## config.mk

```make
export PLATFORM = sky130hd
export DESIGN_NAME = fmc_wr_capture_flat
export DESIGN_NICKNAME = d
export VERILOG_FILES = /design/src/rtl/ngv_pkg.sv /design/src/rtl/fmc_wr_capture_if.sv /design/src/rtl/ngv_sync_fifo.sv /design/src/rtl/fmc_wr_capture.sv /design/src/flat_wrapper.sv
export SDC_FILE = /design/constraint.sdc
export NUM_CORES = 1
export LEC_CHECK = 0
export BUFFER_PORTS_ARGS = -buffer_cell sky130_fd_sc_hd__buf_2
export CORE_ASPECT_RATIO = 0.5
export CORE_MARGIN = 2
export CORE_UTILIZATION = 55
export CTS_BUF_LIST = sky130_fd_sc_hd__clkbuf_8 sky130_fd_sc_hd__clkbuf_16
export DETAILED_ROUTE_END_ITERATION = 6
export GPL_TIMING_DRIVEN = 0
export PLACE_DENSITY = 0.77
export RECOVER_POWER = 25
export SLEW_MARGIN = 20
export SYNTH_ARGS = -nofsm -noshare
export SYNTH_HDL_FRONTEND = slang
export SYNTH_SLANG_ARGS = --single-unit
```

## constraint.sdc

```tcl
create_clock -name clk -period 2.7 [get_ports clk]
set_clock_uncertainty 0.05 [all_clocks]
set_input_delay 0.54 -clock clk [delete_from_list [all_inputs] [get_ports clk]]
set_output_delay 0.54 -clock clk [all_outputs]
set_load 0.005 [all_outputs]
```

## src/rtl/ngv_pkg.sv

```systemverilog
// Shared constants and the packed LCD entry type used by the FMC capture
// front-end and the LCD write path.
package ngv_pkg;

  localparam int FMC_PIX_W = 24;
  localparam int LCD_CTL_W = 3;

  localparam int CTL_BLK = 0;
  localparam int CTL_RS  = 1;
  localparam int CTL_RST = 2;

  typedef struct packed {
    logic [LCD_CTL_W-1:0] ctl;
    logic [FMC_PIX_W-1:0] pix;
  } lcd_entry_t;

  localparam int ENTRY_W = $bits(lcd_entry_t);

  function automatic lcd_entry_t make_entry(input logic [FMC_PIX_W-1:0] pix,
                                            input logic [LCD_CTL_W-1:0] ctl);
    lcd_entry_t e;
    e.pix = pix;
    e.ctl = ctl;
    return e;
  endfunction

endpackage

```

## src/rtl/fmc_wr_capture_if.sv

```systemverilog
// FMC write bus plus the downstream valid/ready entry stream.
// slave = fmc_wr_capture side, master = host/driver and LCD consumer side.
interface fmc_wr_capture_if;
  import ngv_pkg::*;

  logic                 fmc_nwe;
  logic [3:0]           fmc_ne;
  logic [FMC_PIX_W-1:0] fmc_addr;
  logic [15:0]          fmc_data;

  logic                 o_valid;
  logic                 o_ready;
  logic [FMC_PIX_W-1:0] o_pix;
  logic [LCD_CTL_W-1:0] o_ctl;

  modport slave (
    input  fmc_nwe, fmc_ne, fmc_addr, fmc_data, o_ready,
    output o_valid, o_pix, o_ctl
  );

  modport master (
    output fmc_nwe, fmc_ne, fmc_addr, fmc_data, o_ready,
    input  o_valid, o_pix, o_ctl
  );

endinterface

```

## src/rtl/ngv_sync_fifo.sv

```systemverilog
// Single-clock first-word-fall-through FIFO with occupancy output.
// Pointers carry one extra wrap bit; the head output holds the last popped
// word while the FIFO is empty.
module ngv_sync_fifo #(
  parameter int WIDTH = 27,
  parameter int DEPTH = 8
) (
  input  logic                     clk,
  input  logic                     rst_n,
  input  logic                     i_push,
  input  logic [WIDTH-1:0]         i_din,
  input  logic                     i_pop,
  output logic [WIDTH-1:0]         o_dout,
  output logic                     o_empty,
  output logic                     o_full,
  output logic [$clog2(DEPTH):0]   o_level
);

  localparam int AW = $clog2(DEPTH);

  logic [AW:0]      r_wr_ptr;
  logic [AW:0]      r_rd_ptr;
  logic [WIDTH-1:0] r_mem [DEPTH];
  logic [WIDTH-1:0] r_last;

  logic [AW-1:0]    w_wr_idx;
  logic [AW-1:0]    w_rd_idx;
  logic             w_do_pop;
  logic             w_do_push;

  assign w_wr_idx = r_wr_ptr[AW-1:0];
  assign w_rd_idx = r_rd_ptr[AW-1:0];

  assign o_empty = (r_wr_ptr == r_rd_ptr);
  assign o_full  = (r_wr_ptr[AW] != r_rd_ptr[AW]) && (w_wr_idx == w_rd_idx);
  assign o_level = r_wr_ptr - r_rd_ptr;

  // A push into a full FIFO is only legal when the head leaves in the same cycle.
  assign w_do_pop  = i_pop & ~o_empty;
  assign w_do_push = i_push & (~o_full | w_do_pop);

  assign o_dout = o_empty ? r_last : r_mem[w_rd_idx];

  // Storage array; a write into the slot being popped is safe because the
  // head is read combinationally before the edge.
  always_ff @(posedge clk or negedge rst_n) begin
    if (!rst_n) begin
      for (int i = 0; i < DEPTH; i++) r_mem[i] <= '0;
    end else if (w_do_push) begin
      r_mem[w_wr_idx] <= i_din;
    end
  end

  // Read/write pointers and the held copy of the last popped word.
  always_ff @(posedge clk or negedge rst_n) begin
    if (!rst_n) begin
      r_wr_ptr <= '0;
      r_rd_ptr <= '0;
      r_last   <= '0;
    end else begin
      if (w_do_push) r_wr_ptr <= r_wr_ptr + 1'b1;
      if (w_do_pop) begin
        r_rd_ptr <= r_rd_ptr + 1'b1;
        r_last   <= r_mem[w_rd_idx];
      end
    end
  end

endmodule

```

## src/rtl/fmc_wr_capture.sv

```systemverilog
// FMC write capture: synchronises nWE / nE[BANK] into clk, detects completed
// write cycles to the selected bank and queues {ctl, pix} entries for the
// LCD write-timing stage.
// Optional build macro: FMC_CAPTURE_STATS_EN adds wr_cnt / drop_cnt outputs.
module fmc_wr_capture
  import ngv_pkg::*;
#(
  parameter int BANK        = 0,
  parameter int DEPTH       = 8,
  parameter int SYNC_STAGES = 2
) (
  input  logic                   clk,
  input  logic                   rst,
  fmc_wr_capture_if.slave        bus,
  output logic [$clog2(DEPTH):0] o_level,
  output logic                   ovf,
  input  logic                   ovf_clr
`ifdef FMC_CAPTURE_STATS_EN
  ,
  output logic [31:0]            wr_cnt,
  output logic [15:0]            drop_cnt
`endif
);

  logic [SYNC_STAGES-1:0] r_nwe_sync;
  logic [SYNC_STAGES-1:0] r_ne_sync;
  logic                   r_nwe_d;
  logic                   r_sel_d;
  lcd_entry_t             r_hold;
  logic                   r_ovf;

  logic                   w_nwe_s;
  logic                   w_ne_s;
  logic                   w_wr_evt;
  logic                   w_push;
  logic                   w_pop;
  logic                   w_drop;
  logic                   w_empty;
  logic                   w_full;
  logic [ENTRY_W-1:0]     w_head_bits;
  lcd_entry_t             w_head;
  logic                   w_unused;

  assign w_nwe_s = r_nwe_sync[SYNC_STAGES-1];
  assign w_ne_s  = r_ne_sync[SYNC_STAGES-1];

  // Strobe synchronisers idle high so a reset never looks like a write edge.
  always_ff @(posedge clk or negedge rst) begin
    if (!rst) begin
      r_nwe_sync <= '1;
      r_ne_sync  <= '1;
      r_nwe_d    <= 1'b1;
    end else begin
      r_nwe_sync <= {r_nwe_sync[SYNC_STAGES-2:0], bus.fmc_nwe};
      r_ne_sync  <= {r_ne_sync[SYNC_STAGES-2:0], bus.fmc_ne[BANK]};
      r_nwe_d    <= w_nwe_s;
    end
  end

  // Remember that this bank was selected during the low phase of nWE.
  always_ff @(posedge clk or negedge rst) begin
    if (!rst) begin
      r_sel_d <= 1'b0;
    end else if (w_wr_evt) begin
      r_sel_d <= 1'b0;
    end else if (!w_nwe_s && !w_ne_s) begin
      r_sel_d <= 1'b1;
    end
  end

  // Track the bus while the selected write is active; the bus-timing contract
  // keeps addr/data stable until after the last load.
  always_ff @(posedge clk or negedge rst) begin
    if (!rst) begin
      r_hold <= '0;
    end else if (!w_nwe_s && !w_ne_s) begin
      r_hold <= make_entry(bus.fmc_addr, bus.fmc_data[LCD_CTL_W-1:0]);
    end
  end

  assign w_wr_evt = w_nwe_s & ~r_nwe_d & r_sel_d;
  assign w_pop    = ~w_empty & bus.o_ready;
  assign w_push   = w_wr_evt & (~w_full | w_pop);
  assign w_drop   = w_wr_evt & w_full & ~w_pop;

  ngv_sync_fifo #(
    .WIDTH (ENTRY_W),
    .DEPTH (DEPTH)
  ) u_fifo (
    .clk     (clk),
    .rst_n   (rst),
    .i_push  (w_push),
    .i_din   (r_hold),
    .i_pop   (w_pop),
    .o_dout  (w_head_bits),
    .o_empty (w_empty),
    .o_full  (w_full),
    .o_level (o_level)
  );

  assign w_head      = lcd_entry_t'(w_head_bits);
  assign bus.o_valid = ~w_empty;
  assign bus.o_pix   = w_head.pix;
  assign bus.o_ctl   = w_head.ctl;

  // Sticky overflow; a drop in the same cycle as the clear keeps it set.
  always_ff @(posedge clk or negedge rst) begin
    if (!rst) begin
      r_ovf <= 1'b0;
    end else if (w_drop) begin
      r_ovf <= 1'b1;
    end else if (ovf_clr) begin
      r_ovf <= 1'b0;
    end
  end

  assign ovf = r_ovf;

`ifdef FMC_CAPTURE_STATS_EN
  logic [31:0] r_wr_cnt;
  logic [15:0] r_drop_cnt;

  // Accepted-push and dropped-write counters; a drop coinciding with a clear
  // is counted after the clear.
  always_ff @(posedge clk or negedge rst) begin
    if (!rst) begin
      r_wr_cnt   <= '0;
      r_drop_cnt <= '0;
    end else begin
      if (w_push) r_wr_cnt <= r_wr_cnt + 32'd1;
      if (ovf_clr) r_drop_cnt <= {15'd0, w_drop};
      else if (w_drop) r_drop_cnt <= r_drop_cnt + 16'd1;
    end
  end

  assign wr_cnt   = r_wr_cnt;
  assign drop_cnt = r_drop_cnt;
`endif

  // Data bits above the control field and the other chip selects are not used.
  assign w_unused = ^{bus.fmc_data[15:LCD_CTL_W], bus.fmc_ne};

endmodule
```

## src/flat_wrapper.sv

```systemverilog
// flat-port wrapper written by rule: the top's interface ports become plain ports
module fmc_wr_capture_flat import ngv_pkg::*;
#(
  parameter int BANK        = 0,
  parameter int DEPTH       = 8,
  parameter int SYNC_STAGES = 2
)
  (clk, rst, o_level, ovf, ovf_clr, bus_fmc_nwe, bus_fmc_ne, bus_fmc_addr, bus_fmc_data, bus_o_ready, bus_o_valid, bus_o_pix, bus_o_ctl);
  fmc_wr_capture_if bus_i ();
  input  logic clk;
  input  logic rst;
  output logic [$clog2(DEPTH):0] o_level;
  output logic ovf;
  input  logic ovf_clr;
  input wire logic [$bits(bus_i.fmc_nwe)-1:0] bus_fmc_nwe;
  input wire logic [$bits(bus_i.fmc_ne)-1:0] bus_fmc_ne;
  input wire logic [$bits(bus_i.fmc_addr)-1:0] bus_fmc_addr;
  input wire logic [$bits(bus_i.fmc_data)-1:0] bus_fmc_data;
  input wire logic [$bits(bus_i.o_ready)-1:0] bus_o_ready;
  output wire logic [$bits(bus_i.o_valid)-1:0] bus_o_valid;
  output wire logic [$bits(bus_i.o_pix)-1:0] bus_o_pix;
  output wire logic [$bits(bus_i.o_ctl)-1:0] bus_o_ctl;
  assign bus_i.fmc_nwe = bus_fmc_nwe;
  assign bus_i.fmc_ne = bus_fmc_ne;
  assign bus_i.fmc_addr = bus_fmc_addr;
  assign bus_i.fmc_data = bus_fmc_data;
  assign bus_i.o_ready = bus_o_ready;
  assign bus_o_valid = bus_i.o_valid;
  assign bus_o_pix = bus_i.o_pix;
  assign bus_o_ctl = bus_i.o_ctl;
  fmc_wr_capture #(.BANK(BANK), .DEPTH(DEPTH), .SYNC_STAGES(SYNC_STAGES)) u_core (.clk(clk), .rst(rst), .bus(bus_i), .o_level(o_level), .ovf(ovf), .ovf_clr(ovf_clr));
endmodule
```

After elaboration in Yosys (flattened, before gate mapping)

Cells that the tools add are included.

Register bits after elaboration: 285
Bits of input ports: 49

Add/sub/neg operators: 3
$lt $le $gt $ge: 3
Equal/unequal tests: 3
Mux-type cells: 11
Bitwise operators: 16
Reduce and logical (&&, ||, !) cells: 7

Operator list:

| kind                | count |
|---|---|
| $bwmux 216          | 1 |
| $mux 27             | 4 |
| $bmux 27 s3         | 1 |
| $demux 27 s3        | 1 |
| $add 4x1->4 const B | 2 |
| $and 1x1->1         | 8 |
| $ge 4x4->1 const B  | 2 |
| $not 3->4           | 2 |
| $eq 4x4->1          | 1 |
| $lt 4x1->1 const B  | 1 |
| $mux 1              | 4 |
| $not 1->1           | 4 |
| $reduce_bool 2->1   | 2 |
| $sub 4x4->4         | 1 |
| $eq 3x3->1          | 1 |
| $logic_and 1x1->1   | 3 |
| $logic_not 1->1     | 2 |
| $or 1x1->1          | 2 |
| $ne 1x1->1          | 1 |

Depth between registers and ports, before layout

Gate-level depths: netlist (run 1).

Word-level depth: 6
Mapped depth: 10

By module

A second synthesis (run 1) with hierarchy kept.

Cell total of the unflattened synthesis: 921
Area total of the unflattened synthesis: 13,344.0 sq um

By module, submodules not included:

| module         | instances | cells an instance | area each (sq um) |
|---|---|---|---|
| ngv_sync_fifo  | 1         | 847               | 12,082.8 |
| fmc_wr_capture | 1         | 74                | 1,261.2 |

Worst setup path after synthesis (run 1)

OpenSTA, ideal clock, no wires.

Kind: reg2reg
Start point: register u_core.u_fifo.r_wr_ptr[0]
End point: register u_core.u_fifo.r_mem[60] in the netlist's numbering
Library setup time: 0.125 ns
Arrival time: 2.312 ns
Slack: 0.213 ns
Cell stages (with the launch flop): 10
Buffers on the path: 3
Period minus slack after synthesis: 2.487 ns
Cell sequence: dfrtp_1 -> buf_2 -> inv_1 -> ha_1 -> nand3_1 -> o31ai_2 -> buf_6 -> nor3_2 -> buf_4 -> mux2_2

Word-level cells in the longest chain between the ends: 6
Elaborated cells on any way between the ends: 18

Ends and longest elaborated chain:

| element                                                         | line                                     | RTL |
|---|---|---|
| start, declared                                                 | ngv_sync_fifo.sv:21                      | `logic [AW:0] r_wr_ptr;` |
| start signal, assigned                                          | ngv_sync_fifo.sv:61                      | `if (w_do_push) r_wr_ptr <= r_wr_ptr + 1'b1;` |
| $not 3->4 (implied by the code) (tied with other cells)         | ngv_sync_fifo.sv:50                      | `r_mem[w_wr_idx] <= i_din;` |
| $ge 4x4->1 (implied by the code) (tied with other cells)        | ngv_sync_fifo.sv:50                      |  |
| $logic_and 1x1->1 (implied by the code) (tied with other cells) | ngv_sync_fifo.sv:50                      |  |
| $mux 27 (implied by the code) (tied with other cells)           | ngv_sync_fifo.sv:50                      |  |
| $demux 27 s3 (tied with other cells)                            | ngv_sync_fifo.sv:50                      |  |
| $bwmux 216 / $and 1x1->1 (equally long branches)                | ngv_sync_fifo.sv:50, ngv_sync_fifo.sv:40 |  |
| end signal, assigned by index                                   | ngv_sync_fifo.sv:50                      |  |
| end, declared                                                   | ngv_sync_fifo.sv:23                      | `logic [WIDTH-1:0] r_mem [DEPTH];` |

Several ways; a longest one is shown, not always the timed one.
A chain may end at the register's enable or synchronous reset.

Worst setup path after layout (run 1)

Start point: register u_core.u_fifo.r_rd_ptr[2]
End point: output port bus_o_pix[6]

Word-level cells in the longest chain between the ends: 5
Elaborated cells on any way between the ends: 6

Ends and longest elaborated chain:

| element                                     | line                | RTL |
|---|---|---|
| start, declared                             | ngv_sync_fifo.sv:22 | `logic [AW:0] r_rd_ptr;` |
| start signal, assigned                      | ngv_sync_fifo.sv:63 | `r_rd_ptr <= r_rd_ptr + 1'b1;` |
| $not 3->4 (implied by the code)             | ngv_sync_fifo.sv:42 | `assign o_dout = o_empty ? r_last : r_mem[w_rd_idx];` |
| $bmux 27 s3                                 | ngv_sync_fifo.sv:42 |  |
| $mux 27 (implied by the code) (2 in series) | ngv_sync_fifo.sv:42 |  |
| $mux 27 *                                   | ngv_sync_fifo.sv:42 |  |
| end, declared                               | flat_wrapper.sv:21  | `output wire logic [$bits(bus_i.o_pix)-1:0] bus_o_pix;` |

Every way passes the cells marked *; elsewhere a longest branch is shown, timed or not. The select of a mux whose other input is x is not followed.

==> summary.txt, run 1 <==
Cells and area
  – Most frequent cells in the layout: dfrtp_1, mux2_2, buf_2
  – Post-layout net count: 1109
  – Area of the multi-input gates: between 5000 and 6000 sq um
  – Area Growth Syn to Fin: 21.0%
  – Layout cells sized above 1: 51.3%
  – Storage element area: 7140 sq um
  – Fin area: 15600 sq um
  – N_diodes: 0
  – Most common cell after layout, fill and taps aside: dfrtp_1
  – Final Util: 68.2%
  – Final std cells w/o fill: around 1.4k
  – Fillers: between 1.5k and 2k

Worst setup path
  – Worst path cell trace: buf_12 > nor2_4 > buf_2 > a221o_1 > o21ai_4 > buf_2
  – Arrival @ worst endpoint: 2330 ps
  – Kind of critical path: register to output pin
  – Critical Path Fanout Max: 10
  – Startpoint types: register
  – Worst-path cell with the longest stage delay: dfrtp_2
  – Crit. End Element: output pin
  – Most common cell on crit path: buf_2
  – Worst path bufs/invs: 3
  – CP peak stage delay: 490 ps
  – Worst path required time: 2110 ps
  – CP delay by family, top: buffers and inverters

Synth
  – Netlist Area Pre-Place: around 13000 sq um
  – Largest cells by area after synthesis: dfrtp_1, mux2_2, mux2_4
  – Number of synthesized register bits: 285
  – Mapped Avg Cell Area: 14.1 sq um
  – Sequential share of the synthesized area: 55.2%
  – Post-synth ARST share: 100%
  – Mapped Nets: 969
  – Synth top area share: 54.2%
  – Post-synth EDFFs: 0
  – Cell taking the most area after synthesis: dfrtp_1
  – Library cells used by synthesis: 40
  – Post-synthesis cell count: 914
  – Synth warn: 0
  – Synth Flop Type: dfrtp_1

Place
  – Placed Instances: approximately 1.3k
  – Pre-CTS worst setup slack: -794 ps
  – GP Congestion: just over 0.8
  – DP Wirelength: 19000 um
  – I/O Buffers: 65
  – Placed Area: 13700 sq um

STA
  – Slew Viols, Final: 0
  – RSZ-0062 raised after global routing: true
  – PnR worst setup slack: -219 ps
  – Slew @ Worst Pin: 1050 ps
  – Period Utilization, post-route: 108%
  – Total count of hold-check failures in the final report: 0
  – Slew headroom: 29.9%
  – # setup viols final: 27
  – Max Freq: 343 MHz
  – Min Tclk post-route: slightly below 3000 ps

Pwr
  – Max IR drop VDD: ~0.54 mV
  – PwrDens: roughly 1200 nW/um^2
  – Static leakage: about 7.5 nW

GRT
  – First-pass GRT wire length: 51100 um
  – Largest net degree at the start of global routing: 106
  – Grt total ovfl: 0
  – Global-route usage over all layers: approximately 27%
  – Initial antenna violation count: 0
  – Vias in the first global route: 8935

Floorplan
  – Die Area: roughly 25000 sq um
  – # rows: 39
  – Io pins: 82
  – Starting Density: a little under three fifths
  – Die H: 112 um
  – Die Wd: ~220 um
  – Core area: 22900 sq um

Clocking
  – Root buffer cell: clkbuf_16
  – Total CTS buffers: 26
  – Clock buffer depth: 3
  – # H-tree levels: 1
  – Clk_lat worst skew: 540 ps
  – Clock-pin slew on the worst setup and hold paths: 60 ps
  – CTS tree: built
  – Sink Count: 285

Route
  – Antenna-violating nets left: 0
  – Vias: between 8k and 9k
  – DRT iter0 DRCs: 679
  – Drt pass-1 iters: 7
  – DR WL/cell: 24.1 um
  – Remaining DRCs: 0
  – Routed vias/inst: just over 6
  – Routed Wire Length: 33300 um

Job
  – Maxcap violations: 0

Status
  – Failing checks: setup timing
  – Status: complete, but fails checks

Min path
  – HP Class: input pin to register
[flip-flops by register name, indices dropped and copies added (netlist names), 2 cells and up]
signal,flops
u_core.r_hold,27
u_core.r_ne_sync,2
u_core.r_nwe_sync,2
u_core.u_fifo.r_last,27
u_core.u_fifo.r_mem,216
u_core.u_fifo.r_rd_ptr,4
u_core.u_fifo.r_wr_ptr,4
[cell usage after synthesis, drive strengths merged, types with 2 or more instances]
cell / count
mux2: 299
xor2: 4
nor4: 2
buf: 33
a221o: 27
nor3: 3
xnor2: 6
ha: 5
dfrtp: 280
mux2i: 54
nor2: 7
clkbuf: 24
inv: 10
or4: 2
nand3: 2
nand2: 57
o22ai: 27
o21ai: 55
dfstp: 5
a21oi: 2
[what timing repair did]
item | in CTS | in global routing
setup buffers | 24 | 15
endpoints found under the hold margin | 29 | 0
resized for setup | 149 | 33
hold buffers | 1 | 0
pin swaps | 13 | 19
endpoints found under the setup margin | 242 | 69
cloned | 4 | 3
[layout make-up]
cell class,count,area share [%]
plain buffers,55,4.27
clock buffers,32,4.76
well taps,307,2.46
inverters,11,0.296
multi-input cells,561,36.0
clock inverters,16,0.872
repair buffers,114,5.65
flip-flops and latches,285,45.7
[final timing paths]
path                                      startpoint                        to  slack [ps]  cells past startpoint
max                        u_core.u_fifo.r_rd_ptr[2]              bus_o_pix[6]        -220                      6
min                                    bus_fmc_ne[0]       u_core.r_ne_sync[0]          50                      1
max reg2reg                u_core.u_fifo.r_rd_ptr[0]  u_core.u_fifo.r_mem[182]          60                     10
min reg2reg                     u_core.r_nwe_sync[0]      u_core.r_nwe_sync[1]         310                      0
max in group asynchronous                        rst  u_core.u_fifo.r_mem[209]         270                      3
min in group asynchronous                        rst   u_core.u_fifo.r_mem[30]         640                      2
[where the power goes]
| part | total [W] | internal (W) | switching [W] |
|---|---|---|---|
| sequential | 0.00689 | 0.00584 | 0.00105 |
| clock | 0.00379 | 0.00215 | 0.00164 |
| combinational | 0.00881 | 0.00470 | 0.00411 |
| total | 0.0195 | 0.0127 | 0.00681 |
[cells by family (layout without fill, tap and decap cells)]
group                    Yosys count  count (layout)  share of synthesized area (%)
AO/OA/AOI/OAI                    114             114                           5.83
AND/OR/NAND/NOR                   78              78                           3.08
multiplexers                     353             353                           31.4
adder cells (fa/ha/maj)            6               6                          0.639
flip-flops                       285             285                           55.2
XOR/XNOR                          10              10                          0.736
buffers and inverters             68             228                           3.09
[worst reg2reg max path: stages, from the launching register on]
cell and delay [ps]:
dfrtp_2 470, buf_6 150, ha_4 270, nand3_4 80, buf_4 150, o31ai_4 230
buf_6 230, or4_1 170, buf_6 200, buf_12 190, mux2_4 320
[metrics by stage]
stage / setup TNS, ps / total power, W / hold slack [ps]
after floorplan: 0 / 0.0112 / 194
after global placement: -1175520 / 0.0132 / 297
after detailed placement: -64480 / 0.0136 / 301
after CTS: -4500 / 0.0187 / 33.8
after global routing: -11260 / 0.0204 / 30.4
final: -4460 / 0.0195 / 49.4
[metal layers]
metal | track usage, % | up-vias | share of wire [%]
met5 | 0 | - | 0
met4 | 6.80 | 0 | 2.3
met3 | 4.91 | 69 | 5.7
met2 | 42.2 | 257 | 47
met1 | 39.5 | 4439 | 45
li1 | - | 3603 | -
No activity file was read; power rests on OpenSTA's default activity.
==> run 2: changes to the inputs <==
Settings changed: BUFFER_PORTS_ARGS -buffer_cell sky130_fd_sc_hd__buf_2 to not set, CORE_UTILIZATION 55 to 57, DONT_BUFFER_PORTS set to 1, PLACE_DENSITY 0.77 to 0.76.
==> run 2 against run 1 <==
Effect of this change: maximum frequency rose by 3.5%; critical path type unchanged; the flow finishes with violations (hold timing, setup timing); critical path depth increased by 3; worst hold slack got worse by 380 ps; die area is 3.4% lower; register-to-register slack got worse by 70 ps; non-clock buffer count decreased by 64; via count shrank 3.1%; routed wire length decreased by 0.98%; first-iteration DRC count down 19%; power shrank 1.9%.
==> summary.txt, run 2 (same netlist as run 1, synthesis figures left out) <==
Clocking
  – CTS tree: built (unchanged)
  – Sink Count: 285 (unchanged)
  – Clk_lat worst skew: 540 ps (about the same)
  – Total CTS buffers: 25 (was 26)
  – # H-tree levels: 1 (unchanged)
  – Clock-pin slew on the worst setup and hold paths: 70 ps (was 60 ps)
  – Clock buffer depth: 3 (unchanged)
  – Root buffer cell: clkbuf_16 (unchanged)
  – Hold buffer count at cts: 2 (was 1)

Route
  – Antenna-violating nets left: 0 (unchanged)
  – Remaining DRCs: 0 (unchanged)
  – Routed Wire Length: 33000 um (was 33300 um)
  – Routed vias/inst: 6.20 (was 6.06)
  – DR WL/cell: 25.2 um (was 24.1 um)
  – Vias: 8111 (was 8368)
  – DRT iter0 DRCs: 551 (was 679)
  – Drt pass-1 iters: 5 (was 7)

Worst setup path
  – Reg2reg setup slack: -10 ps (was 60 ps)
  – Worst path required time: 2110 ps (about the same)
  – Kind of critical path: register to output pin (unchanged)
  – FF-to-FF End: u_core.u_fifo.r_last[22] (was u_core.u_fifo.r_mem[182])
  – Crit. End Element: output pin (unchanged)
  – Worst path bufs/invs: 4 (was 3)
  – CP peak stage delay: 390 ps (was 490 ps)
  – CP delay by family, top: buffers and inverters (unchanged)
  – Startpoint types: register (unchanged)
  – Worst path cell trace: buf_6 > clkinvlp_4 > ha_4 > nand3_4 > nor2_4 > buf_12 > clkbuf_16 > nand2_2 > o21ai_2 (was buf_12 > nor2_4 > buf_2 > a221o_1 > o21ai_4 > buf_2)
  – Depth of the most critical reg-to-reg path: 10 (unchanged)
  – Reg-to-reg startpoint: u_core.u_fifo.r_wr_ptr[0] (was u_core.u_fifo.r_rd_ptr[0])
  – Worst-path cell with the longest stage delay: dfrtp_1 (was dfrtp_2)
  – Critical Path Fanout Max: 8 (was 10)
  – Arrival @ worst endpoint: 2230 ps (was 2330 ps)

Floorplan
  – Core area: 22000 sq um (was 22900 sq um)
  – Die Wd: 217 um (was 221 um)
  – # rows: 38 (was 39)
  – Die H: 110 um (was 112 um)
  – Io pins: 82 (unchanged)
  – Die Area: 24000 sq um (was 24800 sq um)
  – Starting Density: 58.8% (was 56.4%)

Job
  – Maxcap violations: 0 (unchanged)

Cells and area
  – Most common cell after layout, fill and taps aside: dfrtp_1 (unchanged)
  – Max reg flops: 216 (unchanged)
  – Top reg by flops: u_core.u_fifo.r_mem (unchanged)
  – Most frequent cells in the layout: dfrtp_1, mux2_2, mux2i_1 (was dfrtp_1, mux2_2, buf_2)
  – Layout cells sized above 1: 51.5% (was 51.3%)
  – Area Growth Syn to Fin: 19.4% (was 21.0%)
  – Top flop regs: u_core.u_fifo.r_mem (216), u_core.r_hold (27), u_core.u_fifo.r_last (27) (unchanged)
  – Fillers: 1411 (was 1538)
  – Post-layout net count: 1044 (was 1109)

GRT
  – Vias in the first global route: 8485 (was 8935)
  – Largest net degree at the start of global routing: 286 (was 106)
  – First-pass GRT wire length: 49600 um (was 51100 um)
  – Initial antenna violation count: 1 (was 0)
  – Global-route usage over all layers: 26.9% (was 27.0%)
  – Grt total ovfl: 0 (unchanged)

STA
  – # setup viols final: 28 (was 27)
  – WHS: -333 ps (was 49.4 ps)
  – Max Freq: 355 MHz (was 343 MHz)
  – Setup TNS: -2300 ps (was -4460 ps)
  – Period Utilization, post-route: 104% (was 108%)
  – Slew headroom: 25.6% (was 29.9%)
  – Total count of hold-check failures in the final report: 280 (was 0)
  – Slew Viols, Final: 0 (unchanged)
  – RSZ-0062 raised after global routing: true (unchanged)
  – Slew @ Worst Pin: 1110 ps (was 1050 ps)
  – PnR worst setup slack: -120 ps (was -219 ps)
  – Min Tclk post-route: 2820 ps (was 2920 ps)

Pwr
  – Static leakage: 7.32 nW (was 7.48 nW)
  – PwrDens: 1240 nW/um^2 (was 1250 nW/um^2)
  – Max IR drop VDD: 0.502 mV (was 0.539 mV)

Place
  – I/O Buffers: 0 (was 65)
  – GP Congestion: 0.794 (was 0.810)
  – DP Wirelength: 18600 um (was 19000 um)

Status
  – Status: complete, but fails checks (unchanged)
  – Failing checks: hold timing, setup timing (was setup timing)

Min path
  – HP Class: input pin to async pin (was input pin to register)
[run 2: stage by stage]
step	util, %	instance area [sq um]	cells	setup slack, ps	total power (W)
detailed placement	60.5	13300	1214	-659	0.0130
finish	70.2	15400	1309	-120	0.0191
floorplan	-	12900	914	213	0.0112
global placement	60.5	13300	1214	-596	0.0126
CTS	68.2	15000	1290	-97.5	0.0181
global route	70.2	15400	1308	-168	0.0200
[run 2: area by class of cell]
class,instances,area (sq um),area share (%)
Inverter,11,51.3,0.332
Sequential cell,285,7140,46.3
Buffer,55,691,4.48
Antenna cell,1,2.50,0.0162
Timing Repair Buffer,50,557,3.61
Clock buffer,31,708,4.59
Tap cell,300,375,2.43
Multi-Input combinational cell,561,5770,37.4
Clock inverter,15,131,0.851
[run 2: worst max path at each step]
stage	startpoint	end	slack (ps)	cells after the start
floorplan	u_core.u_fifo.r_wr_ptr[0]	u_core.u_fifo.r_mem[60]	210	9
CTS	u_core.u_fifo.r_wr_ptr[1]	bus_o_pix[0]	-100	7
finish	u_core.u_fifo.r_wr_ptr[0]	bus_o_pix[5]	-120	9
global placement	u_core.u_fifo.r_wr_ptr[0]	bus_o_pix[6]	-600	8
global route	u_core.u_fifo.r_wr_ptr[0]	bus_o_pix[12]	-170	9
detailed placement	u_core.u_fifo.r_wr_ptr[0]	bus_o_pix[6]	-660	8
[run 2: repair_timing]
action,in CTS,in global routing
pin swaps,22,19
gates cloned,3,7
endpoints found under the setup margin,248,60
buffers inserted,27,12
gates resized for setup,175,61
endpoints found under the hold margin,287,285
[run 2: metal layers]
metal	track usage, %	part of all wire (%)	vias to the layer above
met1	37.8	45	4328
met4	6.71	2.4	0
met2	43.0	47	245
li1	-	-	3478
met5	0	0	-
met3	5.79	6.2	60
[run 2: where the power goes]
part           internal [W]  leakage [nW]  switching (W)  total (W)
Combinational       0.00445          3.26        0.00407    0.00852
Sequential          0.00584          3.63        0.00109    0.00693
Clock               0.00206         0.432        0.00162    0.00368
